===== config.mk =====
export PLATFORM = sky130hd
export DESIGN_NAME = i2c_slave_regfile
export DESIGN_NICKNAME = d
export VERILOG_FILES = /design/src/rtl/i2c_slave_regfile.sv
export SDC_FILE = /design/constraint.sdc
export NUM_CORES = 1
export LEC_CHECK = 0
export ABC_CLOCK_PERIOD_IN_PS = 6700
export CORE_MARGIN = 2
export CORE_UTILIZATION = 40
export DETAILED_ROUTE_END_ITERATION = 10
export GPL_TIMING_DRIVEN = 0
export PLACE_DENSITY = 0.63
export SYNTH_ARGS = -nofsm -noshare
export SYNTH_HDL_FRONTEND = slang
export SYNTH_SLANG_ARGS = --single-unit

===== constraint.sdc =====
create_clock -name clk100mhz -period 6.7 [get_ports clk100mhz]
set_clock_uncertainty 0.1 [all_clocks]
set_input_delay 2.01 -clock clk100mhz [delete_from_list [all_inputs] [get_ports clk100mhz]]
set_output_delay 2.01 -clock clk100mhz [all_outputs]
set_load 0.01 [all_outputs]

===== src/rtl/i2c_slave_regfile.sv =====
// I2C slave with an NREG x 8 register file, oversampling scl/sda on clk100mhz.
// Ports: clk100mhz, res (async low), scl, sda_out in; sda_in out; rd_addr/rd_data
// local read port; reg_wr_stb/addr/data write notify; busy. Macro: I2C_SLV_AUTOINC_EN.
module i2c_slave_regfile #(
  parameter logic [4:0] SLV_ADDR = 5'h15,
  parameter int NREG = 16,
  parameter int PW = $clog2(NREG)
) (
  input  logic          clk100mhz,
  input  logic          res,
  input  logic          scl,
  input  logic          sda_out,
  output logic          sda_in,
  input  logic [PW-1:0] rd_addr,
  output logic [7:0]    rd_data,
  output logic          reg_wr_stb,
  output logic [PW-1:0] reg_wr_addr,
  output logic [7:0]    reg_wr_data,
  output logic          busy
);

  typedef enum logic [3:0] {
    IDLE, ADDR, ADDR_ACK, REG, REG_ACK,
    WDATA, WDATA_ACK, RDATA, RDATA_ACK, IGNORE
  } state_t;

  state_t state, nxt;

  logic [7:0]    regs [NREG];
  logic [1:0]    scl_sy, sda_sy;
  logic          scl_d, sda_d;
  logic [7:0]    shreg;
  logic [2:0]    bitcnt;
  logic [PW-1:0] ptr, pinc;
  logic          ph, rw, sda_nxt;

  wire sda_bus  = sda_out & sda_in;
  wire scl_s    = scl_sy[1];
  wire sda_s    = sda_sy[1];
  wire scl_rise = scl_s & ~scl_d;
  wire scl_fall = ~scl_s & scl_d;
  wire start    = scl_s & scl_d & sda_d & ~sda_s;
  wire stop     = scl_s & scl_d & ~sda_d & sda_s;
  wire last     = scl_rise && (bitcnt == 3'd7);
  wire [7:0] shin = {shreg[6:0], sda_s};
  wire addr_hit = (shin[7:3] == SLV_ADDR);

`ifdef I2C_SLV_AUTOINC_EN
  assign pinc = ptr + PW'(1);
`else
  assign pinc = ptr;
`endif

  assign rd_data = regs[rd_addr];

  always_ff @(posedge clk100mhz or negedge res) begin
    if (!res) state <= IDLE;
    else      state <= nxt;
  end

  always_comb begin
    nxt = state;
    if (stop) nxt = IDLE;
    else if (start) nxt = ADDR;
    else begin
      unique case (state)
        ADDR:      if (last) nxt = addr_hit ? ADDR_ACK : IGNORE;
        ADDR_ACK:  if (scl_fall && ph) nxt = rw ? RDATA : REG;
        REG:       if (last) nxt = REG_ACK;
        REG_ACK:   if (scl_fall && ph) nxt = WDATA;
        WDATA:     if (last) nxt = WDATA_ACK;
        WDATA_ACK: if (scl_fall && ph) nxt = WDATA;
        RDATA:     if (last) nxt = RDATA_ACK;
        RDATA_ACK: begin
          if (scl_rise && ph && sda_s) nxt = IGNORE;
          else if (scl_fall && ph) nxt = RDATA;
        end
        default: ;
      endcase
    end
  end

  // ACK states: first SCL fall pulls low, second fall ends the 9th bit.
  always_comb begin
    sda_nxt = sda_in;
    if (stop || start) sda_nxt = 1'b1;
    else if (scl_fall) begin
      unique case (state)
        ADDR_ACK:  sda_nxt = ph ? (rw ? regs[ptr][7] : 1'b1) : 1'b0;
        REG_ACK:   sda_nxt = ph;
        WDATA_ACK: sda_nxt = ph;
        RDATA:     sda_nxt = shreg[6];
        RDATA_ACK: sda_nxt = ph ? regs[pinc][7] : 1'b1;
        default:   sda_nxt = 1'b1;
      endcase
    end
  end

  always_ff @(posedge clk100mhz or negedge res) begin
    if (!res) begin
      scl_sy      <= 2'b11;
      sda_sy      <= 2'b11;
      scl_d       <= 1'b1;
      sda_d       <= 1'b1;
      sda_in      <= 1'b1;
      shreg       <= '0;
      bitcnt      <= '0;
      ptr         <= '0;
      ph          <= 1'b0;
      rw          <= 1'b0;
      busy        <= 1'b0;
      reg_wr_stb  <= 1'b0;
      reg_wr_addr <= '0;
      reg_wr_data <= '0;
      for (int i = 0; i < NREG; i++) regs[i] <= '0;
    end else begin
      scl_sy     <= {scl_sy[0], scl};
      sda_sy     <= {sda_sy[0], sda_bus};
      scl_d      <= scl_s;
      sda_d      <= sda_s;
      sda_in     <= sda_nxt;
      reg_wr_stb <= 1'b0;
      if (stop) begin
        busy <= 1'b0;
        ph   <= 1'b0;
      end else if (start) begin
        bitcnt <= '0;
        ph     <= 1'b0;
      end else begin
        unique case (state)
          ADDR: if (scl_rise) begin
            shreg  <= shin;
            bitcnt <= bitcnt + 3'd1;
            if (last) begin
              rw   <= sda_s;
              busy <= addr_hit;
            end
          end
          REG: if (scl_rise) begin
            shreg  <= shin;
            bitcnt <= bitcnt + 3'd1;
            if (last) ptr <= shin[PW-1:0];
          end
          WDATA: if (scl_rise) begin
            shreg  <= shin;
            bitcnt <= bitcnt + 3'd1;
            if (last) begin
              regs[ptr]   <= shin;
              reg_wr_stb  <= 1'b1;
              reg_wr_addr <= ptr;
              reg_wr_data <= shin;
              ptr         <= pinc;
            end
          end
          ADDR_ACK, REG_ACK, WDATA_ACK: if (scl_fall) begin
            ph <= ~ph;
            if (ph && state == ADDR_ACK && rw) shreg <= regs[ptr];
          end
          RDATA: begin
            if (scl_rise) bitcnt <= bitcnt + 3'd1;
            if (scl_fall) shreg <= {shreg[6:0], 1'b0};
          end
          RDATA_ACK: begin
            if (scl_rise && ph && sda_s) begin
              busy <= 1'b0;
              ph   <= 1'b0;
            end else if (scl_fall) begin
              ph <= ~ph;
              if (ph) begin
                ptr   <= pinc;
                shreg <= regs[pinc];
              end
            end
          end
          default: ;
        endcase
      end
    end
  end

endmodule

==> results.md <==
- Boundary pin count: 31
- Depth of the CTS H-tree: 4
- Yosys warnings: 0
- Area growth from synthesis to layout: 13.1%
- Final min period: 6.60 ns
- Static Leak: 4.54 nW
- Residual DRC count: 0
- Seq/Total Area, Yosys: 0.464
- Core area: 22500 sq um
- Final Util: 0.459
- PD cells: 222 nW/um^2
- Initial antenna violation count: 0
- DP HPWL: 17300 um
- Worst Tran Pin Value: 0.997 ns
- Drt pass-1 iters: 5
- Post-CTS Setup Bufs: 0
- CP startpoint: rd_addr[1]
- IO buf count: 27
- Hold_buf cts: 0
- Vias in the first global route: 6553
- Antenna cells: 0
- Max Cap Viol: 0
- Die area: 24100 sq um
- Via density: 6.05
- Number of fill cells: 2038
- CP Capture Type: output port
- Async S/R FF share, synth: 1.00
- Mean Syn Cell Area: 13.7 sq um
- Grt ovf: 0
- Min-Delay Startpoint: scl_sy[0]
- Critical Path Start Type: primary input
- Synth Flop Type: dfrtp_1
- Status: complete, no violations
- Top-area cell type share of the netlist area: 0.444
- Fmax: 151 MHz
- Nets: 723
- Die Height: 155 um
- Syn Nets: 676
- Layout cells sized above 1: 0.405
- Tcrit/Tclk final: 0.985
- GR Util All Layers: 0.212
- Via Count: 6105
- VDD IR-drop max: 0.000171 V
- RD Place Congestion: 0.864
- WL per Instance: 24.0 um
- WHS: 0.260 ns
- CTS resizes: 3
- Cell area after synthesis: 9140 sq um
- Unique masters post-synth: 59
- Total Power: 2.30 mW
- Seq cells post-synth: 169
- Largest net degree at the start of global routing: 106
- Die Wd: 155 um
- Area leader, netlist: dfrtp_1
- Initial cell density of the core: 0.406
- EDFF count, synth: 0
- Critical Path AT: 4.49 ns
- FP Rows: 55
- Clock latency on the worst-skew pair: 0.44 ns
- Final setup violation count: 0
- Total wire length: 24200 um
- CTS tree: done
- Routed Antenna Nets: 0
- Final Max Tran Viols: 0
- Num CTS Buffers: 17
- RSZ-0062 raised after global routing: no
- First-pass GRT wire length: 38400 um
- Slew HR: 0.330
- CP required: 4.59 ns
- CTS sink count: 169
- Iteration-0 DRC Markers: 492
- Max Buffers Root-to-Sink: 2
- Root Driver: clkbuf_16
- Worst-path maximum fanout: 10
- Worst min path class: reg2reg
- Crit Path Category: in2out
- Worst R2R Start: pinc[2]
- Final Hold Vio Count: 0
- Leading post-synthesis cells by cell area: dfrtp_1, mux2_2, mux4_2
- Reg clk slew, reported paths: 0.07 ns
- Post-Syn Instances: 665
-- logic make-up (layout without fill, tap and decap cells) --
group / after synthesis / in the layout / synth area share
multiplexers: 255 / 255 / 0.363
AND/OR/NAND/NOR: 103 / 103 / 0.0781
XOR/XNOR: 1 / 1 / 0.000959
AO/OA/AOI/OAI: 69 / 69 / 0.0531
flip-flops: 169 / 169 / 0.464
adder cells (fa/ha/maj): 3 / 3 / 0.00411
buffers and inverters: 65 / 124 / 0.0366
-- cell usage after synthesis, types with 7 or more instances --
master / number
a21oi_1: 10
a22oi_1: 28
buf_2: 17
buf_4: 10
clkbuf_1: 29
dfrtp_1: 162
dfstp_2: 7
mux2_2: 151
mux2i_1: 56
mux4_2: 45
nand2_1: 10
nand3_1: 9
nand4_1: 9
nor2_1: 15
nor2b_1: 9
o21ai_0: 10
-- where the power goes --
part	internal, mW	leakage (nW)	total [mW]	switching, mW
Combinational	0.0857	1.96	0.302	0.216
Sequential	1.05	2.32	1.07	0.0199
Clock	0.486	0.254	0.922	0.435
Total	1.62	4.54	2.30	0.671
-- placed cells by master, fill, tap and decap left out, drive strengths merged, types with 3 or more instances in the layout --
master         Yosys  routed
a21oi             11      11
mux2             154     154
a32oi              5       5
mux4              45      45
clkdlybuf4s50      0      26
nand2             10      10
and2               3       3
clkinvlp           0       4
clkinv             0       5
mux2i             56      56
and3               4       4
clkbuf            29      48
ha                 3       3
nor2              16      16
a22oi             28      28
nand4             12      12
inv                3       6
or3                3       3
a22o               3       3
nor2b              9       9
dfstp              7       7
nor3               9       9
dfrtp            162     162
nand2b             4       4
nand3             18      18
o21ai             11      11
buf               33      35
-- worst max-delay path: stages --
cell and delay (ns):
clkdlybuf4s50_1 0.61, clkbuf_2 0.41, mux4_2 0.42, mux4_2 0.53, clkdlybuf4s50_1 0.50
-- cell type report --
| type | instances | area (sq um) | share of cell area |
|---|---|---|---|
| well taps | 285 | 357 | 0.0345 |
| flip-flops and latches | 169 | 4240 | 0.410 |
| clock inverters | 12 | 95.1 | 0.00920 |
| plain buffers | 62 | 327 | 0.0316 |
| clock buffers | 19 | 443 | 0.0428 |
| inverters | 3 | 11.3 | 0.00109 |
| multi-input cells | 431 | 4560 | 0.442 |
| repair buffers | 28 | 303 | 0.0293 |
-- flip-flops by register name (all words and copies together) (netlist names) --
| name | cells |
|---|---|
| regs | 128 |
| reg_wr_data | 8 |
| shreg | 7 |
| pinc | 4 |
| reg_wr_addr | 4 |
| state | 4 |
| bitcnt | 3 |
| scl_sy | 2 |
| sda_sy | 2 |
| busy | 1 |
| ph | 1 |
| reg_wr_stb | 1 |
| rw | 1 |
| scl_d | 1 |
| sda_d | 1 |
| sda_in | 1 |
-- worst paths after layout --
| kind | end | slack (ns) | cells past startpoint |
|---|---|---|---|
| max | rd_data[6] | 0.1 | 5 |
| min reg2reg | scl_sy[1] | 0.26 | 0 |
| min | scl_sy[1] | 0.26 | 0 |
| max reg2reg | shreg[4] | 4.12 | 7 |
| min in group asynchronous | regs[87] | 1.41 | 1 |
| max in group asynchronous | regs[27] | 4.21 | 2 |
-- per-layer routing --
layer	vias up	global-route usage	wire length, um
li1	2629	-	-
met1	3225	0.274	10500
met2	204	0.359	12000
met3	47	0.0396	1050
met4	0	0.0758	663
met5	-	0	0
-- through the flow --
stage	instance area [sq um]	TNS, ns	worst slack (ns)	instances
after floorplan	9140	0	1.13	665
after global placement	9760	-521.88	-3.18	977
after detailed placement	9800	-1.65	-0.239	978
after CTS	10300	0	0.123	1009
after global routing	10300	0	0.0738	1009
final	10300	0	0.0977	1009
Note: power is estimated with default switching activity, not from simulation.
